===== src/rtl/pc_seq_pkg.sv =====
// Shared types and constants for the Hack program-counter sequencer.
// State encoding is fixed so that waveform viewers and debug probes agree.
package pc_seq_pkg;

    localparam int          PC_WIDTH    = 16;
    localparam logic [15:0] RETIRED_MAX = 16'hFFFF;

    typedef enum logic [1:0] {
        IDLE  = 2'd0,
        FETCH = 2'd1,
        EXEC  = 2'd2,
        HALT  = 2'd3
    } state_t;

    // Retired-instruction counter step: sticks at the top instead of wrapping.
    function automatic logic [15:0] sat_inc16(input logic [15:0] v);
        return (v == RETIRED_MAX) ? v : v + 16'd1;
    endfunction

endpackage


===== src/rtl/pc_sequencer_inc16.sv =====
// 16-bit wrapping incrementer shared with the rest of the Hack datapath.
// Overflow from 16'hFFFF silently wraps to 16'h0000.
module inc16
    import pc_seq_pkg::*;
(
    input  logic [PC_WIDTH-1:0] i_a,
    output logic [PC_WIDTH-1:0] o_y
);

    assign o_y = i_a + {{(PC_WIDTH-1){1'b0}}, 1'b1};

endmodule


===== src/rtl/pc_sequencer.sv =====
// Program-counter controller: fetches over a req/ack handshake, advances or
// redirects the PC on instruction completion, and halts on a self-jump.
module pc_sequencer
    import pc_seq_pkg::*;
#(
    parameter int                WIDTH      = 16,
    parameter logic [WIDTH-1:0]  RESET_ADDR = '0
) (
    input  logic             clk,
    input  logic             reset,
    input  logic             run,
    output logic             rom_req,
    output logic [WIDTH-1:0] rom_addr,
    input  logic             rom_ack,
    output logic             instr_valid,
    input  logic             exec_done,
    input  logic             jump,
    input  logic [WIDTH-1:0] jump_addr,
    output logic [WIDTH-1:0] pc,
    output logic             halted,
    output logic [15:0]      retired
);

    state_t           r_state;
    state_t           w_state_next;
    logic [WIDTH-1:0] r_pc;
    logic [WIDTH-1:0] w_pc_next;
    logic [WIDTH-1:0] w_pc_inc;
    logic [15:0]      r_retired;
    logic [15:0]      w_retired_next;
    logic             r_instr_valid;
    logic             w_instr_valid_next;
    logic             w_self_jump;

    inc16 u_inc (
        .i_a (r_pc),
        .o_y (w_pc_inc)
    );

    // "@END; 0;JMP" idiom: a taken jump back onto the instruction itself.
    assign w_self_jump = jump && (jump_addr == r_pc);

    always_ff @(posedge clk) begin
        if (reset) begin
            r_state       <= IDLE;
            r_pc          <= RESET_ADDR;
            r_retired     <= '0;
            r_instr_valid <= 1'b0;
        end else begin
            r_state       <= w_state_next;
            r_pc          <= w_pc_next;
            r_retired     <= w_retired_next;
            r_instr_valid <= w_instr_valid_next;
        end
    end

    always_comb begin
        w_state_next       = r_state;
        w_pc_next          = r_pc;
        w_retired_next     = r_retired;
        w_instr_valid_next = 1'b0;

        case (r_state)
            IDLE: begin
                if (run) begin
                    w_state_next = FETCH;
                end
            end
            FETCH: begin
                // Registering the ack makes instr_valid mark the first EXEC cycle.
                if (rom_ack) begin
                    w_state_next       = EXEC;
                    w_instr_valid_next = 1'b1;
                end
            end
            EXEC: begin
                if (exec_done) begin
                    if (w_self_jump) begin
                        w_state_next = HALT;
                    end else begin
                        w_pc_next      = jump ? jump_addr : w_pc_inc;
                        w_retired_next = sat_inc16(r_retired);
                        w_state_next   = run ? FETCH : IDLE;
                    end
                end
            end
            HALT: begin
                w_state_next = HALT;
            end
            default: begin
                w_state_next = IDLE;
            end
        endcase
    end

    assign rom_req     = (r_state == FETCH);
    assign rom_addr    = r_pc;
    assign pc          = r_pc;
    assign halted      = (r_state == HALT);
    assign retired     = r_retired;
    assign instr_valid = r_instr_valid;

endmodule


===== config.mk =====
export PLATFORM = sky130hd
export DESIGN_NAME = pc_sequencer
export DESIGN_NICKNAME = d
export VERILOG_FILES = /design/src/rtl/pc_seq_pkg.sv /design/src/rtl/pc_sequencer_inc16.sv /design/src/rtl/pc_sequencer.sv
export SDC_FILE = /design/constraint.sdc
export NUM_CORES = 1
export LEC_CHECK = 0
export CORE_AREA = 2 2 71 73
export DETAILED_ROUTE_END_ITERATION = 8
export DIE_AREA = 0 0 73 75
export PLACE_DENSITY = 0.81
export SLEW_MARGIN = 20
export SYNTH_ARGS = -nofsm -noshare
export SYNTH_HDL_FRONTEND = slang
export SYNTH_SLANG_ARGS = --single-unit

===== constraint.sdc =====
create_clock -name clk -period 6.6 [get_ports clk]
set_input_delay 0.66 -clock clk [delete_from_list [all_inputs] [get_ports clk]]
set_output_delay 0.66 -clock clk [all_outputs]
set_load 0.03 [all_outputs]

* After elaboration in Yosys (flattened, before gate mapping)
Cells that the tools add are included.
Cells by class: add/sub/neg operators 2, equal/unequal tests 8, multiplexer cells 8, bitwise gates (word level) 3, reductions and logical operators 6
Operators with widths (number):
- 16-bit by 1-bit adder with 16-bit output, second input constant | 2
- 16-bit equality test | 1
- 16-bit equality test, second input constant | 1
- 16-bit 2-to-1 mux | 1
- 2-bit 2-to-1 mux | 4
- 2-bit case mux with 4 select lines | 1
- 3-bit AND reduction | 2
- 2-bit equality test, second input constant | 2
- 2-bit != test, second input constant | 2
- 4-bit AND reduction | 1
- 1-bit NOT | 3
- 2-bit by 1-bit equality test with 1-bit output, second input constant | 1
- 2-bit zero test | 1
- 1-bit 2-to-1 mux | 2
- 2-bit by 1-bit != test with 1-bit output, second input constant | 1
- 2-bit OR reduction | 1
- 1-bit logical AND | 1
Storage, ports and cells: bits in registers 35, output and inout bits 51, word-level logic and storage cells 31

* Logic depth before layout (Yosys ltp)
word-level depth 5, mapped depth 9, gate-level depth less buffers 7

* Cells and area by module
Synthesis repeated with hierarchy kept, for this count alone.
Unflattened totals: cell total of the unflattened synthesis 283, area, all modules 2397.3 µm²
By module, submodules not included:
- pc_sequencer | instances 1, cells each 240, area an instance 2099.5 µm²
- inc16 | instances 1, cells each 43, area an instance 297.8 µm²

* Worst setup path after synthesis
No wires, ideal clock.
path kind input port to flip-flop, start in jump_addr[5], end reg r_pc[0], in the netlist pc[0], setup time 132 ps, data arrival time 2179 ps, setup slack 4289 ps, stages on the path 8, path buffers 2, cells stage by stage xnor2_1 -> nand4_1 -> or4_4 -> o21ai_4 -> buf_6 -> buf_6 -> mux2i_1 -> a21oi_1
On the way: word-level cells in the longest chain between the ends 4
RTL lines:
- start, declared | RTL line pc_sequencer.sv:18 | input logic [WIDTH-1:0] jump_addr,
- 16-bit equality test | RTL line pc_sequencer.sv:41 | assign w_self_jump = jump && (jump_addr == r_pc);
- 1-bit logical AND | RTL line pc_sequencer.sv:41
- 1-bit NOT (no line)
- 3-bit AND reduction (no line)
- end signal, assigned | RTL line pc_sequencer.sv:51 | r_pc <= w_pc_next;
- end, declared | RTL line pc_sequencer.sv:26 | logic [WIDTH-1:0] r_pc;
No other way between the ends. A chain may end at the register's enable or synchronous reset.

* Worst setup path in the final report
start in jump_addr[4], end reg r_retired[15], in the netlist retired[15]
On the way: word-level cells in the longest chain between the ends 4
RTL lines:
- 16-bit equality test | RTL line pc_sequencer.sv:41
- 1-bit logical AND | RTL line pc_sequencer.sv:41
- 1-bit NOT (no line)
- 4-bit AND reduction (no line)
- end signal, assigned | RTL line pc_sequencer.sv:52 | r_retired <= w_retired_next;
- end, declared | RTL line pc_sequencer.sv:29 | logic [15:0] r_retired;
No other way between the ends.

==> impl_metrics.toml <==
[synthesis]
syn-num-nets = 320
synth_area_um2 = 2350
synthFlopType = "dfxtp_1"
synth.area.top_cells = "dfxtp_1 (30%), buf_4 (5.8%), xnor2_1 (5.6%)"
ys_warn_count = 0
synth_edf_count = 0
async_reset_ff_frac = 0
ys_seq_area_frac = 0.299
yosysTopAreaCellShare = 0.299
ys_ff_latch = 35
synthCells = 296
yosysTopAreaCell = "dfxtp_1"
synth_cell_types = 49
syn_area_per_cell_um2 = 7.93

[min_path]
holdPathEnd = "retired[9]$_SDFFE_PP0P_"
hold_class = "reg -> reg"
worstHoldStart = "retired[9]$_SDFFE_PP0P_"
min_path_cells = 2

[cts]
cts_tree = "built"
h-tree-depth = 2
path_clk_slew_ps = 70
cts-resized-gates = 0
clk_latency_ps = 290
clock-sinks = 35
clk_path_buf_depth = 2
cts_setup_buffers = 0
cts_root_buf = "clkbuf_8"
cts_made_buffers = 5
cts_hold_buf = 0

[layout]
nets = 369
diodes = 0
syn2layout_area_growth_pct = 31.1
final_cell_mix = "clkdlybuf4s50_1 (72), dfxtp_1 (35), nor2_1 (24)"
final_common_cell = "clkdlybuf4s50_1"
layout-drive-gt1-share = 0.0896
fillers = 396

[placement]
detailed_place_hpwl_mm = 4.01
port_buffers = 72
gp_congestion = 0.826

[global_routing]
track_usage = 0.224
grt_pass1_wl_mm = 9.75
gr-total-overflow = 0
grt_max_degree = 43
antenna_found_initial = 0
grt_pass1_vias = 2134

[sta]
drv_slew = 0
final.min_clock_period_ps = 3140
rsz0062_at_grt = "false"
worst_pin_slew_ps = 763
relSlewSlack = 0.490
setup_violations = 0
finalHoldWorstSlack_ps = 513
fmax_mhz = 319
finalHoldViolations = 0
fin_worst_skew_ps = 11.3
post-route-period-util = 0.475
tns_ps = 0

[setup_path]
worstReg2RegEnd = "retired[15]$_SDFFE_PP0P_"
crit_path_end_kind = "flop"
r2r_cells = 7
cp-start-kind = "input pin"
crit_arrival_ps = 3300
r2r_setup_slack_ps = 3840
crit_required_ps = 6770
path_max_fanout = 37
criticalPathCategory = "in -> reg"
rr_startpoint = "pc[9]$_SDFFE_PP0P_"

[routing]
detail_route.wl_per_cell_um = 14.7
route.detailed.drc = 0
via_per_inst = 6.00
routed_wl_mm = 5.89
drt-pass1-iter-count = 4
drtAntennaViolNets = 0
num_vias = 2398
first_iter_violations = 247

[power]
p_leak_nw = 1.04
ir_drop_mv = 0.121
powerDensity_nw_per_um2 = 156

[status]
status = "finished, final reports clean"

[floorplanning]
pin_count = 73
coreArea_um2 = 4660
die_y_um = 75
rows = 25
die_area_um2 = 5480
die_w_um = 73
start_util = 0.504

[run]
drv_cap = 0
[cell type report]
type / instances / area (um^2) / area share
Tap cell: 54 / 67.6 / 0.0220
Clock inverter: 2 / 35.0 / 0.0114
Clock buffer: 6 / 82.6 / 0.0268
Multi-Input combinational cell: 221 / 1420 / 0.462
Inverter: 7 / 26.3 / 0.00854
Timing Repair Buffer: 75 / 743 / 0.242
Sequential cell: 35 / 701 / 0.228
[cell families after synthesis]
| group | count (synthesis) | share of synthesized area |
|---|---|---|
| simple gates | 119 | 0.269 |
| compound gates | 75 | 0.215 |
| buf+inv | 40 | 0.103 |
| flops | 35 | 0.299 |
| xor+xnor | 16 | 0.0629 |
| mux | 9 | 0.0400 |
| fa+ha+maj | 2 | 0.0107 |
[state kept, by name, summed over array words and instances (netlist names)]
name	count
r_state	2
retired	16
pc	16
instr_valid	1
[Yosys cell counts, types with 6 or more instances]
cell / number
o31ai_1: 8
o21ai_0: 10
a21oi_1: 22
clkbuf_1: 9
buf_4: 18
nor2_1: 24
a22oi_1: 6
and3_1: 8
nor2b_1: 6
xnor2_1: 15
nand3_1: 18
mux2i_1: 6
nand2_1: 18
or2_2: 11
inv_1: 7
nand4_1: 8
dfxtp_1: 35
[through the flow]
step                instances  instance area [um^2]   util  power (mW)  setup WS [ps]
finish                    400                  3080  0.660       0.480           3460
floorplan                 296                  2350      -       0.257           4290
detailed placement        392                  2950  0.632       0.283           3160
global route              400                  3080  0.660       0.498           3280
CTS                       400                  3060  0.657       0.484           3450
global placement          392                  2950  0.632       0.282           3210
[how the worst max path moves through the flow]
stage	startpoint	to	depth (start not counted)
floorplan	jump_addr[5]	pc[0]$_SDFFE_PP0P_	8
global placement	jump_addr[15]	retired[15]$_SDFFE_PP0P_	8
detailed placement	jump_addr[4]	retired[15]$_SDFFE_PP0P_	8
CTS	jump_addr[4]	retired[15]$_SDFFE_PP0P_	8
global route	jump_addr[4]	retired[15]$_SDFFE_PP0P_	8
finish	jump_addr[4]	retired[15]$_SDFFE_PP0P_	8
[power by group]
group          leakage, nW  internal [mW]  switching, mW
Clock               0.0612          0.122         0.0788
Sequential           0.282          0.213        0.00341
Combinational        0.694         0.0295         0.0328
Total                 1.04          0.365          0.115
[critical path, cell delays in order]
cell and delay (ps):
clkdlybuf4s50_1 440, xnor2_1 250, nand4_1 120, or4_4 580, o21ai_4 410, buf_4 410, nor3b_1 100, mux2_1 320
[layer usage]
metal | part of all wire | vias up | global-route usage
li1 | - | 1166 | -
met1 | 0.43 | 1122 | 0.290
met2 | 0.49 | 102 | 0.362
met3 | 0.063 | 8 | 0.0402
met4 | 0.013 | 0 | 0.105
met5 | 0 | - | 0
No activity file was read; power rests on OpenSTA's default activity.
==> patch, RTL diff (same settings) <==
Reset style: asynchronous (`reset`), changed in one clocked block.
--- a/src/rtl/pc_sequencer.sv
+++ b/src/rtl/pc_sequencer.sv
@@ -40,7 +40,7 @@
     // "@END; 0;JMP" idiom: a taken jump back onto the instruction itself.
     assign w_self_jump = jump && (jump_addr == r_pc);
 
-    always_ff @(posedge clk) begin
+    always_ff @(posedge clk or posedge reset) begin
         if (reset) begin
             r_state       <= IDLE;
             r_pc          <= RESET_ADDR;
Formal check against the unedited RTL: differs if reset is asserted again (counterexample within 4 cycles, from zero or initial values and one cycle with reset high); with reset held inactive, the same outputs for 10 cycles.
==> patch against the original RTL <==
- sequential cell count stayed put
- cell count is 7.2% lower
- routed wire length is 7.8% lower
- area after synthesis is 1.2% higher
- design area is 1.1% higher
- via count is 11% lower
- worst setup slack better by 0.30 ns
Power is not compared: it rests on default switching activity, and its combinational part moved more than twofold at a synthesized area within 25%.
==> patch: results (changes against the original RTL) <==
.. list-table::
   :header-rows: 1

   * - Metric
     - Value
   * - Status
     - finished clean
   * - Amount of wire on met3 after detailed routing
     - 283 um (-24%)
   * - Number of cells on the worst hold path
     - 1 (-1)
   * - Critical-path maximum fanout
     - 28 (-24%)
   * - Global routing met3 resource utilization
     - 4.42% (+0.40 points)
   * - Initial DRT Pass Iterations
     - 5 (+1)
   * - Global routing met2 resource utilization
     - 36.6% (+0.40 points)
   * - Clk_skew
     - 0.00383 ns (-0.00751 ns)
   * - Commonest cells post-synth
     - dfrtp_1 (35), nand2_1 (21), nor2_1 (21)
   * - Worst hold path startpoint
     - retired[5]
   * - Mapped Nets
     - 286 (-11%)
   * - Multi-input logic cell count
     - 193 (-13%)
   * - Multi-input gate share of total cell area
     - 41.3% (-4.9 points)
   * - Max incr delay on CP
     - 0.53 ns (-0.05 ns)
   * - Largest cells by area after synthesis
     - dfrtp_1 (37%), xor2_1 (6.3%), buf_4 (5.7%)
   * - Final estimated routing congestion in global placement
     - 0.831 (+0.56%)
   * - Number of global-route vias before repair
     - 2,056 (-3.7%)
   * - Met1 track demand over resource
     - 27.7% (-1.3 points)
   * - Data arrival time at the worst-slack endpoint
     - 3.01 ns (-0.29 ns)
   * - Via-per-instance ratio
     - 5.74 (-4.3%)
   * - Number of fillers in the final layout
     - 403 (+1.8%)
   * - HPWL after detailed placement
     - 3970 um (-1.0%)
   * - Worst min-delay path endpoint
     - retired[5]
   * - Metal-1 WL
     - 2380 um (-6.4%)
   * - Relative area of non-clock buffer cells in the final design
     - 23.9% (-0.26 points)
   * - Number of nets in the layout
     - 340 (-7.9%)
   * - GRT Util Overall
     - 21.4% (-0.97 points)
   * - Wire length of the first global-routing pass
     - 9240 um (-5.2%)
   * - Proportion of layout cells with a drive suffix above 1
     - 7.89% (-1.1 points)
   * - Reg2reg start
     - pc[0]
   * - Count of non-CTS inverters in the layout
     - 6 (-1)
   * - Slowest stage cell on the critical path
     - o21ai_2
   * - Complex-gate fraction of the synthesized area
     - 12.8% (-8.7 points)
   * - Clock Network Area Fraction
     - 3.78% (-0.042 points)
   * - Iteration-0 DRC Markers
     - 113 (-54%)
==> patch: through the flow <==
stage | instances | setup WS, ns | hold WS (ns) | area [um^2] | power (mW)
after floorplan | 262 | 4.58 | 0.568 | 2370 | 0.806
after global placement | 363 | 3.53 | 0.479 | 2990 | 0.991
after detailed placement | 363 | 3.49 | 0.479 | 2990 | 1.00
after CTS | 371 | 3.80 | 0.491 | 3110 | 1.21
after global routing | 371 | 3.55 | 0.507 | 3110 | 1.27
final | 371 | 3.77 | 0.484 | 3110 | 1.20
==> patch: worst max path at each step <==
stage | start | endpoint | slack, ns | cells past startpoint
after floorplan | jump_addr[0] | pc[6] | 4.58 | 7
after global placement | jump_addr[0] | pc[6] | 3.53 | 8
after detailed placement | jump_addr[0] | pc[9] | 3.49 | 8
after CTS | jump_addr[0] | pc[9] | 3.80 | 8
after global routing | jump_addr[1] | pc[6] | 3.55 | 8
final | jump_addr[1] | pc[9] | 3.77 | 8
